File: src/rtl/wb_regwrite_stage_if.sv
// MEM->WB capture bus and register-file write port of the writeback stage.
// The writeback stage is the master: it drives the register-file write port.
interface wb_regwrite_stage_if #(
    parameter int unsigned DW = 32,
    parameter int unsigned AW = 5
);
    logic          mem_valid;
    logic          mem_regwrite;
    logic          mem_memtoreg;
    logic [AW-1:0] mem_writereg;
    logic [DW-1:0] mem_aluout;
    logic [DW-1:0] mem_rdata;

    logic          RegWrite;
    logic [AW-1:0] writereg;
    logic [DW-1:0] writedate;

    modport master (
        input  mem_valid,
        input  mem_regwrite,
        input  mem_memtoreg,
        input  mem_writereg,
        input  mem_aluout,
        input  mem_rdata,
        output RegWrite,
        output writereg,
        output writedate
    );

    modport slave (
        output mem_valid,
        output mem_regwrite,
        output mem_memtoreg,
        output mem_writereg,
        output mem_aluout,
        output mem_rdata,
        input  RegWrite,
        input  writereg,
        input  writedate
    );
endinterface

File: src/rtl/wb_regwrite_stage.sv
// MEM/WB pipeline register and register-file write driver with same-cycle
// bypass flags for ID and a retired-write counter.
module wb_regwrite_stage #(
    parameter int unsigned DW    = 32,
    parameter int unsigned AW    = 5,
    parameter int unsigned CNT_W = 32
) (
    input  logic                 clk,
    input  logic                 rst_n,
    input  logic                 hold,
    input  logic                 flush,
    wb_regwrite_stage_if.master  bus,
    input  logic [AW-1:0]        rs,
    input  logic [AW-1:0]        rt,
    output logic                 fwd_a,
    output logic                 fwd_b,
    output logic [CNT_W-1:0]     retire_cnt
);

    logic          wb_valid;
    logic          wb_regwrite;
    logic [AW-1:0] wb_writereg;
    logic [DW-1:0] wb_data;
    logic          wb_done;
    logic          reg_write;

    // WB pipeline register; load data is selected at capture time
    always_ff @(posedge clk) begin
        if (!rst_n) begin
            wb_valid    <= 1'b0;
            wb_regwrite <= 1'b0;
            wb_writereg <= '0;
            wb_data     <= '0;
            wb_done     <= 1'b0;
        end else if (flush) begin
            wb_valid <= 1'b0;
            wb_done  <= 1'b0;
        end else if (hold) begin
            // remember that a held instruction already committed
            wb_done <= wb_done | reg_write;
        end else begin
            wb_valid    <= bus.mem_valid;
            wb_regwrite <= bus.mem_regwrite;
            wb_writereg <= bus.mem_writereg;
            wb_data     <= bus.mem_memtoreg ? bus.mem_rdata : bus.mem_aluout;
            wb_done     <= 1'b0;
        end
    end

    // register 0 is hardwired, so it is never written nor forwarded
    assign reg_write = wb_valid & wb_regwrite & (wb_writereg != '0) & ~wb_done;

    assign bus.RegWrite  = reg_write;
    assign bus.writereg  = wb_writereg;
    assign bus.writedate = wb_data;

    // register file reads are combinational, so ID must bypass this cycle's write
    assign fwd_a = reg_write & (rs == wb_writereg);
    assign fwd_b = reg_write & (rt == wb_writereg);

    // one count per committed write, wrapping
    always_ff @(posedge clk) begin
        if (!rst_n) begin
            retire_cnt <= '0;
        end else if (reg_write) begin
            retire_cnt <= retire_cnt + CNT_W'(1);
        end
    end

endmodule

File: src/flat_wrapper.sv
// flat-port wrapper written by rule: the top's interface ports become plain ports
module wb_regwrite_stage_flat 
#(
    parameter int unsigned DW    = 32,
    parameter int unsigned AW    = 5,
    parameter int unsigned CNT_W = 32
)
  (clk, rst_n, hold, flush, rs, rt, fwd_a, fwd_b, retire_cnt, bus_mem_valid, bus_mem_regwrite, bus_mem_memtoreg, bus_mem_writereg, bus_mem_aluout, bus_mem_rdata, bus_RegWrite, bus_writereg, bus_writedate);
  wb_regwrite_stage_if #(.DW(DW), .AW(AW)) bus_i ();
  input  logic clk;
  input  logic rst_n;
  input  logic hold;
  input  logic flush;
  input  logic [AW-1:0] rs;
  input  logic [AW-1:0] rt;
  output logic fwd_a;
  output logic fwd_b;
  output logic [CNT_W-1:0] retire_cnt;
  input wire logic [$bits(bus_i.mem_valid)-1:0] bus_mem_valid;
  input wire logic [$bits(bus_i.mem_regwrite)-1:0] bus_mem_regwrite;
  input wire logic [$bits(bus_i.mem_memtoreg)-1:0] bus_mem_memtoreg;
  input wire logic [$bits(bus_i.mem_writereg)-1:0] bus_mem_writereg;
  input wire logic [$bits(bus_i.mem_aluout)-1:0] bus_mem_aluout;
  input wire logic [$bits(bus_i.mem_rdata)-1:0] bus_mem_rdata;
  output wire logic [$bits(bus_i.RegWrite)-1:0] bus_RegWrite;
  output wire logic [$bits(bus_i.writereg)-1:0] bus_writereg;
  output wire logic [$bits(bus_i.writedate)-1:0] bus_writedate;
  assign bus_i.mem_valid = bus_mem_valid;
  assign bus_i.mem_regwrite = bus_mem_regwrite;
  assign bus_i.mem_memtoreg = bus_mem_memtoreg;
  assign bus_i.mem_writereg = bus_mem_writereg;
  assign bus_i.mem_aluout = bus_mem_aluout;
  assign bus_i.mem_rdata = bus_mem_rdata;
  assign bus_RegWrite = bus_i.RegWrite;
  assign bus_writereg = bus_i.writereg;
  assign bus_writedate = bus_i.writedate;
  wb_regwrite_stage #(.DW(DW), .AW(AW), .CNT_W(CNT_W)) u_core (.clk(clk), .rst_n(rst_n), .hold(hold), .flush(flush), .bus(bus_i), .rs(rs), .rt(rt), .fwd_a(fwd_a), .fwd_b(fwd_b), .retire_cnt(retire_cnt));
endmodule
File: config.mk
export PLATFORM = sky130hd
export DESIGN_NAME = wb_regwrite_stage_flat
export DESIGN_NICKNAME = d
export VERILOG_FILES = /design/src/rtl/wb_regwrite_stage_if.sv /design/src/rtl/wb_regwrite_stage.sv /design/src/flat_wrapper.sv
export SDC_FILE = /design/constraint.sdc
export NUM_CORES = 1
export LEC_CHECK = 0
export CORE_MARGIN = 10
export CORE_UTILIZATION = 45
export DETAILED_ROUTE_END_ITERATION = 12
export PLACE_DENSITY = 0.86
export SYNTH_ARGS = -nofsm -noshare
export SYNTH_HDL_FRONTEND = slang
export SYNTH_SLANG_ARGS = --single-unit
export TNS_END_PERCENT = 20
File: constraint.sdc
create_clock -name clk -period 5.6 [get_ports clk]
set_input_delay 1.68 -clock clk [delete_from_list [all_inputs] [get_ports clk]]
set_output_delay 1.68 -clock clk [all_outputs]
set_load 0.02 [all_outputs]
# Yosys cells after proc, flatten, opt, wreduce, memory -nomap -nowiden
# Cells that the tools add are included.
# op_classes
addsub	1
eq_ne	2
mux	1
n_bitwise	10
n_reduce_logical	4
# ops
op	n
32-bit by 1-bit adder with 32-bit output (second input constant)	1
32-bit two-way mux	1
5-bit equality test	2
1-bit bitwise AND	5
5-bit nonzero test	1
1-bit inverter	4
3-bit OR reduction	1
2-bit AND reduction	1
2-bit OR reduction	1
1-bit bitwise OR	1
# word_totals
reg_bits	72
out_inout_bits	72
wordCells	24

# Longest topological paths before layout
# Gate-level depths: netlist of the first run.
# logic_depth
word_depth	4
depth_mapped	7
ltp_nobuf	5

# Least setup slack after synthesis of the first run
# Ideal clock, no wire load.
# synth_timing
path_kind	input to output
startpoint	input port rs[4]
endpoint	output port fwd_a
arrival_ns	2.596
required_ns	3.920
setup_slack_ns	1.324
path_stages	3
n_path_buf	0
path_cell_list	xnor2_1 > nand3_1 > nor4_1
# synth_via
elab_chain_len	2
# synth_lines
item	line_no	source
from (decl)	flat_wrapper.sv:14	input logic [AW-1:0] rs;
5-bit equality test	wb_regwrite_stage.sv:58	assign fwd_a = reg_write & (rs == wb_writereg);
1-bit bitwise AND	wb_regwrite_stage.sv:58	
to (decl)	flat_wrapper.sv:16	output logic fwd_a;
# Every way passes these cells.

# Final worst setup path of the first run
# layout_timing
startpoint	input port rs[2]
endpoint	output port fwd_a
# The elaborated chain is that of the path after synthesis.

==> qor.yml, run 1 <==
setup-tns-final_ps: 0
drc_errors: 0
gp_congestion: 0.805
cts_tree: "built"
r2r_end: "u_core.retire_cnt[30]"
status: "completed"
fin_nets: 614
dr.pass1.iters: 4
crit_path_frequent_cell: "clkdlybuf4s50_1"
cp_slowest_stage_delay_ps: 660
clk_pin_slew_worst_paths_ps: 70
die-area_sq_um: 11700
start_kind: "input pin"
cp.required_ps: 3920
drv_slew: 0
p_per_area_nw_per_um2: 214
rsz0062_at_grt: "no"
antenna_found_initial: 0
vias_per_cell: 5.39
postPlaceCellArea_sq_um: 5040
synth_edf_count: 0
worstSetupPathType: "input pin to primary output"
cp-end-kind: "primary output"
ir_worst_vdd_v: 0.000126
final_antenna_net_count: 0
syn_nets: 473
mappedNetlistArea_sq_um: 3490
ys_seq_area_share_pct: 41.3
area_delta_synth_final_pct: 49.6
overflow: 0
stdcell_area_sq_um: 5220
cts_setup_buffers: 0
io_pins: 158
synthFlopType: "dfxtp_1"
start_util_pct: 45.6
antenna_cells: 0
cts_max_path_buffers: 2
core-area_sq_um: 7650
hold_ws_ps: 490
cap_viol_max_count: 0
die_w_um: 108
grt_pass1_wl_um: 16800
min_from: "u_core.retire_cnt[29]"
r2r_cells: 4
leakagePower_nw: 1.84
yosys_warnings: 0
min_path_type: "register to register"
ys_ff_latch: 72
synthArstFlopShare_pct: 0
syn_inst: 386
port-buffer-count: 157
setup-violations-final: 0
min_to: "u_core.retire_cnt[29]"
max_freq_ghz: 0.198
cts_buffers: 9
wl_per_cell_um: 16.8
drive_gt1_share_pct: 4.70
worst-path-buf-inv: 2
hold_depth: 2
cts.sinks: 72
r2r_slack_ps: 3410
insertion_delay_ps: 330
grt_pass1_vias: 3500
grt_max_degree: 65
r2r-start: "u_core.bus.writereg[0]"
hpwlAfterDp_um: 8540
post_cts_resized: 0
root_buffer: "clkbuf_8"
grt_usage_pct: 17.6
crit_fanout: 1
cp_slowest_cell: "clkdlybuf4s50_1"
rows: 32
min_period_ps: 5040
finalCritPeriodShare_pct: 90.1
crit_chain: "clkdlybuf4s50_1, xnor2_1, nand3_1, nor4_1, clkdlybuf4s50_1"
vias: 3419
cts_hold_buf: 0
drt_first_iter_violations: 102
synth_cell_types: 43
die_height_um: 108
maxSlewHeadroom_pct: 28.1
h-tree-depth: 3
hold_violations: 0
synth.avg_cell_area_sq_um: 9.04
cp.arrival_ps: 3360
drt-total-wl_um: 10600
cp_top_family: "buffers and inverters"
fin_skew_ps: 9.42
tightest_slew_ps: 1080
metrics by stage:
step                utilization (%)  setup slack (ps)  power (mW)  std cells
global placement               66.0               646       0.745        618
detailed placement             66.0               543       0.750        618
finish                         68.3               557        1.12        634
global route                   68.3               461        1.17        634
CTS                            68.3               543        1.13        634
floorplan                         -              1320       0.639        386
layer usage:
layer / global-route usage (%) / wire length (um)
met5: 0 / 0
met4: 5.73 / 125
met3: 10.2 / 1480
met2: 30.0 / 5180
met1: 17.7 / 3860
power breakdown:
part / internal [mW] / switching [mW]
Clock: 0.204 / 0.179
Combinational: 0.108 / 0.0854
Sequential: 0.530 / 0.0124
cells by family (layout without fill, tap and decap cells):
family          after synthesis  in the layout  share of synthesized area [%]
xor+xnor                     16             16                           4.01
fa+ha+maj                     1              1                          0.358
mux                          39             39                           11.2
compound gates               87             87                           17.2
buf+inv                      35            181                           5.23
simple gates                136            136                           20.7
flops                        72             72                           41.3
sequential cells by signal, summed over array words and instances (netlist names):
name,count
u_core.bus.writedate,32
u_core.bus.writereg,5
u_core.retire_cnt,32
u_core.wb_done,1
u_core.wb_regwrite,1
u_core.wb_valid,1
cells in the mapped netlist, types with 8 or more instances:
| cell | instances | share of area [%] |
|---|---|---|
| nand4_1 | 9 | 1.6 |
| nand2_1 | 28 | 3.0 |
| mux2i_1 | 39 | 11 |
| nor2_1 | 38 | 4.1 |
| and2_1 | 8 | 1.4 |
| o31ai_1 | 15 | 3.2 |
| or4_1 | 16 | 3.4 |
| xnor2_1 | 10 | 2.5 |
| clkbuf_1 | 17 | 1.8 |
| a211oi_1 | 32 | 6.9 |
| a21oi_1 | 25 | 3.6 |
| dfxtp_1 | 72 | 41 |
tightest hold or removal path, cell delays in order, from the launching register on:
cell and delay, ps:
dfxtp_1 330, nand2_1 60, mux2i_1 50
placed cells by master (no fill, tap or decap), types with 8 or more instances in the layout:
master / synthesis / routed
clkbuf_8: 1 / 9
or4_1: 16 / 16
nand2_1: 28 / 28
nand4_1: 9 / 9
a211oi_1: 32 / 32
and2_1: 8 / 8
xnor2_1: 10 / 10
mux2i_1: 39 / 39
a21oi_1: 25 / 25
nor2_1: 38 / 37
o31ai_1: 15 / 15
dfxtp_1: 72 / 72
clkdlybuf4s50_1: 0 / 156
layout make-up:
cell class | instances | area (sq um)
clock buffers | 12 | 135
multi-input cells | 279 | 1870
clock inverters | 4 | 45.0
repair buffers | 158 | 1570
inverters | 7 | 26.3
fillers | 605 | 2420
flip-flops and latches | 72 | 1440
well taps | 102 | 128
worst max-delay path by stage:
stage / start / endpoint / slack, ps / cells past startpoint
2_1_floorplan: rs[4] / fwd_a / 1320 / 3
3_3_place_gp: rt[4] / fwd_b / 650 / 5
3_5_place_dp: rs[2] / fwd_a / 540 / 5
4_1_cts: rs[2] / fwd_a / 540 / 5
5_1_grt: rt[0] / fwd_b / 460 / 5
6_report: rs[2] / fwd_a / 560 / 5
Note: power is estimated with default switching activity, not from simulation.
==> run 2, diff against run 1 <==
--- a/config.mk
+++ b/config.mk
@@ -9,6 +9,7 @@
 export CORE_UTILIZATION = 45
 export DETAILED_ROUTE_END_ITERATION = 12
 export PLACE_DENSITY = 0.86
+export REMOVE_ABC_BUFFERS = 1
 export SYNTH_ARGS = -nofsm -noshare
 export SYNTH_HDL_FRONTEND = slang
 export SYNTH_SLANG_ARGS = --single-unit
==> run 2 against run 1 <==
Net effect: sequential share of layout area decreased by 0.20 points; clock skew decreased by 0.87 ps; first-iteration DRC count increased by 59%; die area unchanged; combinational power about the same; non-clock buffer count unchanged; largest power group unchanged.
==> qor.yml, run 2 (same netlist as run 1, synthesis figures left out) <==
vias: 3373  # -1.3%
setup-tns-final_ps: 0  # unchanged
drt_first_iter_violations: 162  # +59%
fin_nets: 614  # unchanged
netSwitchingFraction_pct: 25.1  # +0.40 points
crit_fanout: 1  # unchanged
seqCellArea_sq_um: 1440  # unchanged
start_kind: "input pin"
insertion_delay_ps: 350  # +20 ps
wl_per_cell_um: 17.1  # +1.6%
min_path_type: "register to register"
min_period_ps: 5060  # +18.6 ps
maxSlewHeadroom_pct: 27.0  # -1.1 points
leakagePower_nw: 1.85  # +0.84%
nFillCells: 582  # -3.8%
grt_usage_pct: 18.4  # +0.76 points
max_freq_ghz: 0.198  # -0.37%
grt_pass1_vias: 3394  # -3.0%
clk_pin_slew_worst_paths_ps: 70  # about the same
drt-total-wl_um: 10800  # +1.6%
setup-violations-final: 0  # unchanged
worst-path-buf-inv: 2  # unchanged
crit_path_frequent_cell: "clkdlybuf4s50_1"
antenna_cells: 0  # unchanged
status: "completed"
drc_errors: 0  # unchanged
root_buffer: "clkbuf_8"
cts_max_path_buffers: 2  # unchanged
cts_hold_buf: 0  # unchanged
vias_per_cell: 5.32  # -1.3%
ir_worst_vdd_v: 0.000131  # +4.3%
worstSetupPathType: "input pin to primary output"
mostFrequentLayoutCells: "clkdlybuf4s50_1, dfxtp_1, mux2i_1"
finalCritPeriodShare_pct: 90.4  # +0.33 points
post_cts_resized: 0  # unchanged
crit_chain: "clkdlybuf4s50_1, xnor2_1, nand3_1, nor4_1, clkdlybuf4s50_1"
cts_tree: "built"
grt_pass1_wl_um: 17100  # +2.1%
rows: 32  # unchanged
die_height_um: 108  # unchanged
cp_slowest_cell: "clkdlybuf4s50_1"
cp.arrival_ps: 3380  # +20 ps
hpwlAfterDp_um: 8510  # -0.30%
port-buffer-count: 157  # unchanged
overflow: 0  # unchanged
p_seq_share_pct: 45.6  # -2.9 points
hold_ws_ps: 484  # -5.85 ps
die_w_um: 108  # unchanged
combPwrFrac_pct: 16.2  # -1.1 points
cp_slowest_stage_delay_ps: 660  # about the same
antenna_found_initial: 0  # unchanged
clock_power_share_pct: 38.2  # +4.0 points
multi_input_area_sq_um: 1870  # unchanged
p_per_area_nw_per_um2: 226  # +5.4%
tightest_slew_ps: 1090  # +16.6 ps
netSwitchingPower_uw: 298  # +7.9%
core-area_sq_um: 7650  # unchanged
fin_skew_ps: 8.56  # -0.867 ps
drv_slew: 0  # unchanged
cp_top_family: "buffers and inverters"
start_util_pct: 45.6  # unchanged
cap_viol_max_count: 0  # unchanged
drive_gt1_share_pct: 5.26  # +0.56 points
cp-end-kind: "primary output"
die-area_sq_um: 11700  # unchanged
cp.required_ps: 3920  # about the same
dpl_worst_slack_ps: 528  # -15.0 ps
area_delta_synth_final_pct: 50.8
hold_violations: 0  # unchanged
dr.pass1.iters: 4  # unchanged
cts_buffers: 9  # unchanged
gp_congestion: 0.786  # -2.4%
h-tree-depth: 3  # unchanged
p_int_uw: 889  # +5.6%
layout_commonest_cell: "clkdlybuf4s50_1"
io_pins: 158  # unchanged
cts_setup_buffers: 0  # unchanged
cts.sinks: 72  # unchanged
rsz0062_at_grt: "no"
finalWorstSetupSlack_ps: 538  # -18.6 ps
grt_max_degree: 65  # unchanged
final_antenna_net_count: 0  # unchanged
## run 2: changes by cell type in the layout (fill, tap and decap cells not counted), sizes merged
cell      before  now
bufinv         1    2
clkbuf        12    9
clkinvlp       0    1
inv            7    8
## run 2: power by group through the flow
stage               Combinational, mW  Sequential (mW)  Clock (mW)
finish                          0.193            0.542       0.453
global route                    0.209            0.544       0.486
CTS                             0.195            0.542       0.464
detailed placement              0.195            0.554           0
global placement                0.191            0.553           0
floorplan                      0.0569            0.573           0
## run 2: layout make-up
| cell class | instances | area share, % |
|---|---|---|
| well taps | 102 | 2.43 |
| repair buffers | 158 | 29.9 |
| clock inverters | 7 | 1.81 |
| multi-input cells | 279 | 35.6 |
| clock buffers | 9 | 2.35 |
| inverters | 7 | 0.499 |
| flip-flops and latches | 72 | 27.4 |
## run 2: stage by stage
step	area (sq um)	std cells	power [mW]	utilization [%]
6_report	5260	634	1.19	68.8
4_1_cts	5260	634	1.20	68.8
3_3_place_gp	5040	618	0.744	66.0
5_1_grt	5260	634	1.24	68.8
2_1_floorplan	3330	358	0.630	-
3_5_place_dp	5040	618	0.748	66.0
## run 2: tightest hold or removal path, stage by stage (launching register included)
cell and delay, ps:
dfxtp_1 320, nand2_1 60, mux2i_1 50
## run 2: per-layer routing
| layer | vias up | track usage, % | wire length [um] |
|---|---|---|---|
| met5 | - | 0 | 0 |
| met3 | 17 | 10.4 | 1350 |
| met4 | 0 | 5.82 | 150 |
| met2 | 125 | 30.4 | 5230 |
| li1 | 1713 | - | - |
| met1 | 1518 | 19.5 | 4080 |
## run 2: worst paths after layout
kind | from | endpoint | slack (ps) | cells after the start
worst max-delay path | rs[4] | fwd_a | 540 | 5
worst min-delay path | u_core.retire_cnt[31] | u_core.retire_cnt[31] | 480 | 2
worst max register to register | u_core.bus.writereg[0] | u_core.retire_cnt[21] | 3390 | 4
worst min register to register | u_core.retire_cnt[31] | u_core.retire_cnt[31] | 480 | 2
==> run 3, diff against run 2 <==
--- a/config.mk
+++ b/config.mk
@@ -7,6 +7,7 @@
 export LEC_CHECK = 0
 export CORE_MARGIN = 10
 export CORE_UTILIZATION = 45
+export CTS_CLUSTER_SIZE = 30
 export DETAILED_ROUTE_END_ITERATION = 12
 export PLACE_DENSITY = 0.86
 export REMOVE_ABC_BUFFERS = 1
==> results of run 3 <==
Same layout as run 2: the final DEF is identical, and so are final timing and power.
